`src/rtl/hht_csr_writer.sv`:
```
// Streaming dense-to-CSR encoder: consumes a row-major dense matrix and emits the
// row-pointer/column-index image on write port 1 and the value array on write port 2.
module hht_csr_writer #(
    parameter int DW    = 32,
    parameter int AW    = 32,
    parameter int DIM_W = 16
) (
    input  logic             Clk,
    input  logic             Rst,
    input  logic             start,
    input  logic [AW-1:0]    row_base,
    input  logic [AW-1:0]    col_base,
    input  logic [AW-1:0]    val_base,
    input  logic [DIM_W-1:0] n_rows,
    input  logic [DIM_W-1:0] n_cols,
    input  logic             in_valid,
    input  logic [DW-1:0]    in_data,
    output logic             in_ready,
    output logic             wr1_en,
    output logic [AW-1:0]    wr1_addr,
    output logic [31:0]      wr1_data,
    output logic             wr2_en,
    output logic [AW-1:0]    wr2_addr,
    output logic [DW-1:0]    wr2_data,
    output logic             busy,
    output logic             done,
    output logic [31:0]      nnz_count
);

    typedef enum logic [2:0] {IDLE, PTR0, STREAM, ROWEND, FIN} state_t;

    state_t           state, state_d;
    logic [AW-1:0]    row_base_q, col_base_q, val_base_q;
    logic [AW-1:0]    row_base_d, col_base_d, val_base_d;
    logic [DIM_W-1:0] n_rows_q, n_cols_q, n_rows_d, n_cols_d;
    logic [DIM_W-1:0] r, c, r_d, c_d;
    logic [31:0]      nnz, nnz_d;

    logic             in_ready_d, wr1_en_d, wr2_en_d, busy_d, done_d;
    logic [AW-1:0]    wr1_addr_d, wr2_addr_d;
    logic [31:0]      wr1_data_d, nnz_count_d;
    logic [DW-1:0]    wr2_data_d;

    // in_ready is itself registered and only ever high in STREAM, so it doubles as the state qualifier.
    logic handshake;
    assign handshake = in_valid && in_ready;

    // NOTE: every variable written here gets a default first; a missed branch would otherwise infer a latch.
    always_comb begin
        state_d     = state;
        row_base_d  = row_base_q;
        col_base_d  = col_base_q;
        val_base_d  = val_base_q;
        n_rows_d    = n_rows_q;
        n_cols_d    = n_cols_q;
        r_d         = r;
        c_d         = c;
        nnz_d       = nnz;
        in_ready_d  = 1'b0;
        wr1_en_d    = 1'b0;
        wr1_addr_d  = wr1_addr;
        wr1_data_d  = wr1_data;
        wr2_en_d    = 1'b0;
        wr2_addr_d  = wr2_addr;
        wr2_data_d  = wr2_data;
        busy_d      = busy;
        done_d      = 1'b0;
        nnz_count_d = nnz_count;

        case (state)
            IDLE: begin
                if (start) begin
                    row_base_d = row_base;
                    col_base_d = col_base;
                    val_base_d = val_base;
                    n_rows_d   = n_rows;
                    n_cols_d   = n_cols;
                    nnz_d      = 32'd0;
                    busy_d     = 1'b1;
                    state_d    = PTR0;
                end
            end
            PTR0: begin
                wr1_en_d   = 1'b1;
                wr1_addr_d = row_base_q;
                wr1_data_d = 32'd0;
                if (n_rows_q == '0 || n_cols_q == '0) begin
                    state_d = FIN;
                end else begin
                    r_d        = '0;
                    c_d        = '0;
                    in_ready_d = 1'b1;
                    state_d    = STREAM;
                end
            end
            STREAM: begin
                in_ready_d = 1'b1;
                if (handshake) begin
                    if (in_data != '0) begin
                        wr1_en_d   = 1'b1;
                        wr1_addr_d = col_base_q + AW'(nnz);
                        wr1_data_d = 32'(c);
                        wr2_en_d   = 1'b1;
                        wr2_addr_d = val_base_q + AW'(nnz);
                        wr2_data_d = in_data;
                        nnz_d      = nnz + 32'd1;
                    end
                    if (c == n_cols_q - DIM_W'(1)) begin
                        c_d        = '0;
                        in_ready_d = 1'b0;
                        state_d    = ROWEND;
                    end else begin
                        c_d = c + DIM_W'(1);
                    end
                end
            end
            ROWEND: begin
                // nnz already counts this row's last element, accepted on the previous edge.
                wr1_en_d   = 1'b1;
                wr1_addr_d = row_base_q + AW'(r) + AW'(1);
                wr1_data_d = nnz;
                r_d        = r + DIM_W'(1);
                if (r == n_rows_q - DIM_W'(1)) begin
                    state_d = FIN;
                end else begin
                    in_ready_d = 1'b1;
                    state_d    = STREAM;
                end
            end
            FIN: begin
                done_d      = 1'b1;
                busy_d      = 1'b0;
                nnz_count_d = nnz;
                state_d     = IDLE;
            end
            default: state_d = IDLE;
        endcase
    end

    // NOTE: sequential state uses non-blocking assignments so all registers update together at the edge.
    always_ff @(posedge Clk) begin
        if (!Rst) begin
            state      <= IDLE;
            row_base_q <= '0;
            col_base_q <= '0;
            val_base_q <= '0;
            n_rows_q   <= '0;
            n_cols_q   <= '0;
            r          <= '0;
            c          <= '0;
            nnz        <= '0;
            in_ready   <= 1'b0;
            wr1_en     <= 1'b0;
            wr1_addr   <= '0;
            wr1_data   <= '0;
            wr2_en     <= 1'b0;
            wr2_addr   <= '0;
            wr2_data   <= '0;
            busy       <= 1'b0;
            done       <= 1'b0;
            nnz_count  <= '0;
        end else begin
            state      <= state_d;
            row_base_q <= row_base_d;
            col_base_q <= col_base_d;
            val_base_q <= val_base_d;
            n_rows_q   <= n_rows_d;
            n_cols_q   <= n_cols_d;
            r          <= r_d;
            c          <= c_d;
            nnz        <= nnz_d;
            in_ready   <= in_ready_d;
            wr1_en     <= wr1_en_d;
            wr1_addr   <= wr1_addr_d;
            wr1_data   <= wr1_data_d;
            wr2_en     <= wr2_en_d;
            wr2_addr   <= wr2_addr_d;
            wr2_data   <= wr2_data_d;
            busy       <= busy_d;
            done       <= done_d;
            nnz_count  <= nnz_count_d;
        end
    end

endmodule

```
`config.mk`:
```
export PLATFORM = sky130hd
export DESIGN_NAME = hht_csr_writer
export DESIGN_NICKNAME = d
export VERILOG_FILES = /design/src/rtl/hht_csr_writer.sv
export SDC_FILE = /design/constraint.sdc
export NUM_CORES = 1
export LEC_CHECK = 0
export BUFFER_PORTS_ARGS = -buffer_cell sky130_fd_sc_hd__buf_2
export CELL_PAD_IN_SITES_DETAIL_PLACEMENT = 2
export CELL_PAD_IN_SITES_GLOBAL_PLACEMENT = 2
export CORE_MARGIN = 10
export CORE_UTILIZATION = 30
export CTS_BUF_LIST = sky130_fd_sc_hd__clkbuf_4
export DETAILED_ROUTE_END_ITERATION = 6
export GPL_TIMING_DRIVEN = 0
export PLACE_DENSITY = 0.76
export SLEW_MARGIN = 15
export SYNTH_ARGS = -nofsm -noshare
export SYNTH_HDL_FRONTEND = slang
export SYNTH_SLANG_ARGS = --single-unit
```
`constraint.sdc`:
```
create_clock -name Clk -period 2.8 [get_ports Clk]
set_clock_uncertainty 0.1 [all_clocks]
set_input_delay 0.56 -clock Clk [delete_from_list [all_inputs] [get_ports Clk]]
set_output_delay 0.56 -clock Clk [all_outputs]
set_load 0.01 [all_outputs]
```
# ---- Word-level counts from Yosys, hierarchy flattened
# Cells that the tools add are included.
dict set report classes {
  mux 32
  addsub 9
  eq_ne 11
  n_reduce_logical 21
}
# op count
set ops {}
lappend ops {{32-bit 2-to-1 mux} 7}
lappend ops {{32-bit case mux with 3 select lines} 2}
lappend ops {{32-bit by 1-bit adder with 32-bit output, second input constant} 2}
lappend ops {{32-bit adder} 2}
lappend ops {{16-bit case mux with 2 select lines} 2}
lappend ops {{32-bit case mux with 2 select lines} 1}
lappend ops {{16-bit 2-to-1 mux} 3}
lappend ops {{16-bit by 1-bit adder with 16-bit output, second input constant} 2}
lappend ops {{32-bit by 16-bit adder with 32-bit output} 1}
lappend ops {{16-bit equality test} 2}
lappend ops {{16-bit logical NOT} 2}
lappend ops {{32-bit nonzero test} 1}
lappend ops {{16-bit by 1-bit subtractor with 16-bit output, second input constant} 2}
lappend ops {{3-bit 2-to-1 mux} 5}
lappend ops {{3-bit case mux with 4 select lines} 1}
lappend ops {{3-bit AND reduction} 4}
lappend ops {{2-bit != test, second input constant} 5}
lappend ops {{1-bit 2-to-1 mux} 8}
lappend ops {{2-bit AND reduction} 4}
lappend ops {{2-bit nonzero test} 4}
lappend ops {{3-bit by 2-bit equality test with 1-bit output, second input constant} 2}
lappend ops {{1-bit case mux with 2 select lines} 2}
lappend ops {{4-bit AND reduction} 1}
lappend ops {{3-bit by 1-bit equality test with 1-bit output, second input constant} 1}
lappend ops {{other kinds (7)} 7}
dict set report word_totals {
  in_bits 164
  wordCells 92
  register_bits 360
  out_inout_bits 165
}

# ---- Logic depth before layout (Yosys ltp)
dict set report logic_depth {
  word_depth 5
  ltp_mapped 12
}

# ---- Worst setup path after synthesis
# OpenSTA, ideal clock, no wires.
dict set report synth_path {
  path_type {register to register}
  startpoint {register nnz[0]}
  endpoint {register wr2_addr[30]}
  synth_period_minus_slack_ps 3025
  arrival_ps 2829
  path_slack_ps -225
  path_stages_with_launch 13
  required_time_ps 2605
  setup_time_ps 95
  path_cell_list {dfxtp_1 ha_1 inv_1 fa_1 nor2b_1 o21ai_0 a21boi_1 o31ai_1 o211ai_1 a41oi_1 o31ai_1 nand2_1 o311ai_1}
}
dict set report synth_via {
  elab_chain_cells 1
}
# element line
set synth_lines {}
lappend synth_lines {{from (decl)} 37} ;# logic [31:0] nnz, nnz_d;
lappend synth_lines {{from (signal assigned)} 171} ;# nnz <= nnz_d;
lappend synth_lines {{32-bit adder} 104} ;# wr2_addr_d = val_base_q + AW'(nnz);
lappend synth_lines {{to (signal assigned)} 177} ;# wr2_addr <= wr2_addr_d;
lappend synth_lines {{to (decl)} 23} ;# output logic [AW-1:0] wr2_addr,
# Every way passes these cells.
# A chain may end at the register's enable or synchronous reset.

# ---- Worst setup path in the final report
dict set report layout_path {
  startpoint {register nnz[0]}
  endpoint {register wr2_addr[26]}
}
# Same word-level chain as after synthesis.

==> results.md <==
* Largest net degree at the start of global routing at 20
* CTS tree: built
* CP Cell Sequence: buf_12 -> ha_4 -> inv_2 -> fa_2 -> nor2b_2 -> o21ai_2 -> a21boi_2 -> o31ai_4 -> o211ai_1 -> buf_4 -> a41oi_4 -> o31ai_4 -> buf_4 -> nand4b_1 -> o211ai_1
* DP Cell Count at about 3.6k
* Worst-Margin Slew at roughly 1200 ps
* Routed via count at between 20k and 25k
* Non-Filler Instances at around 4.1k
* WP data arrival at ~4000 ps
* Core Box Area at a little over 60,000 um^2
* Total CTS buffers at between 100 and 150
* Seq/Total Area, Yosys at between 30% and 40%
* Initial antenna violation count at 8
* Netlist cell types at 75
* RSZ-0062 raised after global routing: true
* Kind of critical path: flip-flop to flip-flop
* Max cap viols at 0
* Root buffer cell: clkbuf_4
* Post-synth EDFFs at 0
* Multiplexer share of the synthesized area at 0.595%
* Failing checks: DRC, setup timing
* WP data required at roughly 3600 ps
* Largest delay share family, worst path: compound AO/OA/AOI/OAI gates
* Buf/Inv on CP at 4
* Critical Path Stages at 15
* # setup viols final at between 50 and 60
* H-tree levels at 3
* GPL Wtd Cong at between 0.8 and 0.9
* Final Hold Vio Count at 0
* Die W at 271 um
* Tightest Hold Check Type: input port to flip-flop
* Final nets at around 3.4k
* Post-synthesis xor/xnor area fraction at 6.58%
* Ys async rst share at 0%
* Cells after synthesis at 2,474
* Total grt overflow at 0
* Drt wl/cell at roughly 28 um
* DP Worst Slack at -1260 ps
* CTS max path bufs at 3
* Highest Clock Rate at 0.305 GHz
* Hold Crit Depth at 4
* PortBufs at around 330
* CP Capture Type: flip-flop
* Minimum clock period at about 3300 ps
* YS warnings at 0
* Reg2reg path depth at 15
* Total iterations of the first detailed-routing run at 7
* Synth Area in Adders at just under 6%
* Clock slew at reported path FFs at 80 ps
* FF+latch count, synth at 360
* Leakage at roughly 11 nW
* Largest family of logic cells by synthesized area: simple AND/OR/NAND/NOR gates
* Vias in the first global route at approximately 25k
* PwrDens at 569 nW/um^2
* TNS Setup at -7120 ps
* Worst-Skew Late Latency at slightly below 1000 ps
* Initial DRC Count at between 1.5k and 2k
* Simple logic cell fraction of the synthesized area at about a quarter
* Rel. slew slack at approximately a fifth
* Synth Net Count at approximately 2.7k
* Peak VDD IR at between 0.2 and 0.3 mV
* Post-layout util at between 40% and 50%
* Antenna viol nets, final at 0
* Die area at 73,500 um^2
* Crit Path Max Fanout at 5
* Status: finished with violations
* Layout cells sized above 1 at 28.1%
* Worst setup margin at -479 ps
* Fin crit share at 117%
* Worst Setup Start Kind: flip-flop
* Residual DRC count at 3
* Detailed Place HPWL at around 73 mm
* Initial Util at between 30% and 40%
* CTS Sinks at 360
* Rows at 91
* # IOs at 329
* Synthesized area per cell at between 7 and 8 um^2
* Area growth syn-to-layout at 43.3%
* WL final at between 100 and 150 mm
* Fillers at slightly below 7k
* Area of the mapped netlist at 18,900 um^2
* Die Y at between 200 and 300 um
* Dominant synthesized flop cell: dfxtp_1
* Global-route usage over all layers at 27.6%
* Vias per inst at around 5.7
* Slew Viols, Final at 0
* Post-synthesis compound-gate area fraction at between 20% and 30%
* CP peak stage delay at 390 ps
* Slowest-stage cell, CP: fa_2
* First-pass GRT wire length at between 150 and 200 mm
-- per-stage QoR --
stage	cell area (um^2)	hold WS, ps	total power, W
finish	27100	247	0.0154
global route	27100	215	0.0161
CTS	25900	103	0.0148
detailed placement	21700	348	0.00934
global placement	21700	340	0.00917
floorplan	19000	341	0.00787
-- state kept, by name, summed over array words and instances (netlist names), 3 cells and up --
name / count
wr1_addr: 32
wr2_data: 32
nnz_count: 32
wr1_data: 32
wr2_addr: 32
row_base_q: 32
r: 16
n_cols_q: 16
val_base_q: 32
col_base_q: 32
nnz: 32
state: 3
n_rows_q: 16
c: 16
-- cell type report --
type                    instances  area (um^2)  share of cell area, %
diodes                          6         15.0                 0.0554
plain buffers                 142          592                   2.18
clock buffers                 147         1100                   4.07
clock inverters                26          120                  0.443
inverters                      37          141                  0.522
multi-input cells            1918        12400                   45.7
flip-flops and latches        360         7370                   27.2
well taps                     837         1050                   3.87
repair buffers                615         4310                   15.9
-- metal layers --
metal	GRT usage (%)	vias up	routed length (um)
met3	5.14	393	7000
met4	12.7	6	6320
met2	48.8	997	57400
li1	-	10100	-
met1	31.7	11700	44100
met5	0	-	41
-- cell families after synthesis --
| kind of cell | after synthesis |
|---|---|
| mux | 11 |
| buf+inv | 196 |
| fa+ha+maj | 87 |
| compound gates | 664 |
| xor+xnor | 142 |
| simple gates | 1014 |
| flops | 360 |
-- path summary, 6_finish.rpt --
kind                startpoint           end  slack [ps]
hold reg to reg   wr2_addr[14]  wr2_addr[14]         360
setup / recovery        nnz[0]  wr2_addr[26]        -480
hold / removal             Rst  wr2_addr[28]         250
setup reg to reg        nnz[0]  wr2_addr[26]        -480
-- repair_timing --
action | in CTS | in global routing
endpoints found under the setup margin | 251 | 216
hold endpoints to repair | 162 | 0
setup buffers | 61 | 66
hold buffers | 162 | 0
pin swaps | 58 | 121
gates resized for setup | 228 | 202
-- layout by cell type, fill, tap and decap left out, types with 27 or more instances in the layout --
cell | synthesis | final
a21o_1 | 36 | 36
a21oi_1 | 329 | 304
and3_1 | 29 | 27
buf_2 | 4 | 334
buf_4 | 0 | 108
clkbuf_1 | 144 | 101
clkbuf_4 | 0 | 148
dfxtp_1 | 360 | 299
dfxtp_4 | 0 | 35
dlygate4sd3_1 | 0 | 162
ha_1 | 84 | 48
inv_1 | 37 | 32
nand2_1 | 540 | 536
nand3_1 | 55 | 52
nand4_1 | 32 | 32
nor2_1 | 194 | 188
nor3_1 | 44 | 34
o21ai_0 | 109 | 83
xnor2_1 | 81 | 71
xor2_1 | 61 | 59
-- Yosys cell counts (all sizes together) (12+ instances only) --
master / instances / area, um^2
a22oi: 26 / 195
buf: 15 / 61.3
nand2b: 15 / 93.8
nor2: 194 / 728
inv: 37 / 139
a31oi: 20 / 125
nand4: 32 / 200
xor2: 61 / 534
a211oi: 12 / 90.1
a21oi: 330 / 1660
a21o: 36 / 270
o21ai: 112 / 561
nor4: 17 / 119
nand2: 540 / 2030
o21a: 13 / 97.6
or3: 24 / 150
clkbuf: 144 / 541
a221oi: 23 / 201
a221o: 13 / 130
nor3: 44 / 220
o211ai: 14 / 105
xnor2: 81 / 709
ha: 84 / 1050
and3: 29 / 181
nand3: 56 / 285
dfxtp: 360 / 7210
-- power by group --
part           internal [W]  total (W)  leakage, nW  switching [W]
logic               0.00163    0.00437         7.48        0.00274
registers           0.00549    0.00595         2.97       0.000469
clock network       0.00239    0.00508        0.723        0.00269
-- worst min-delay path, stage by stage --
cell	delay, ps
buf_2	110
inv_1	270
or3_1	190
o211ai_1	80
Power figures use the tool's default switching activity.
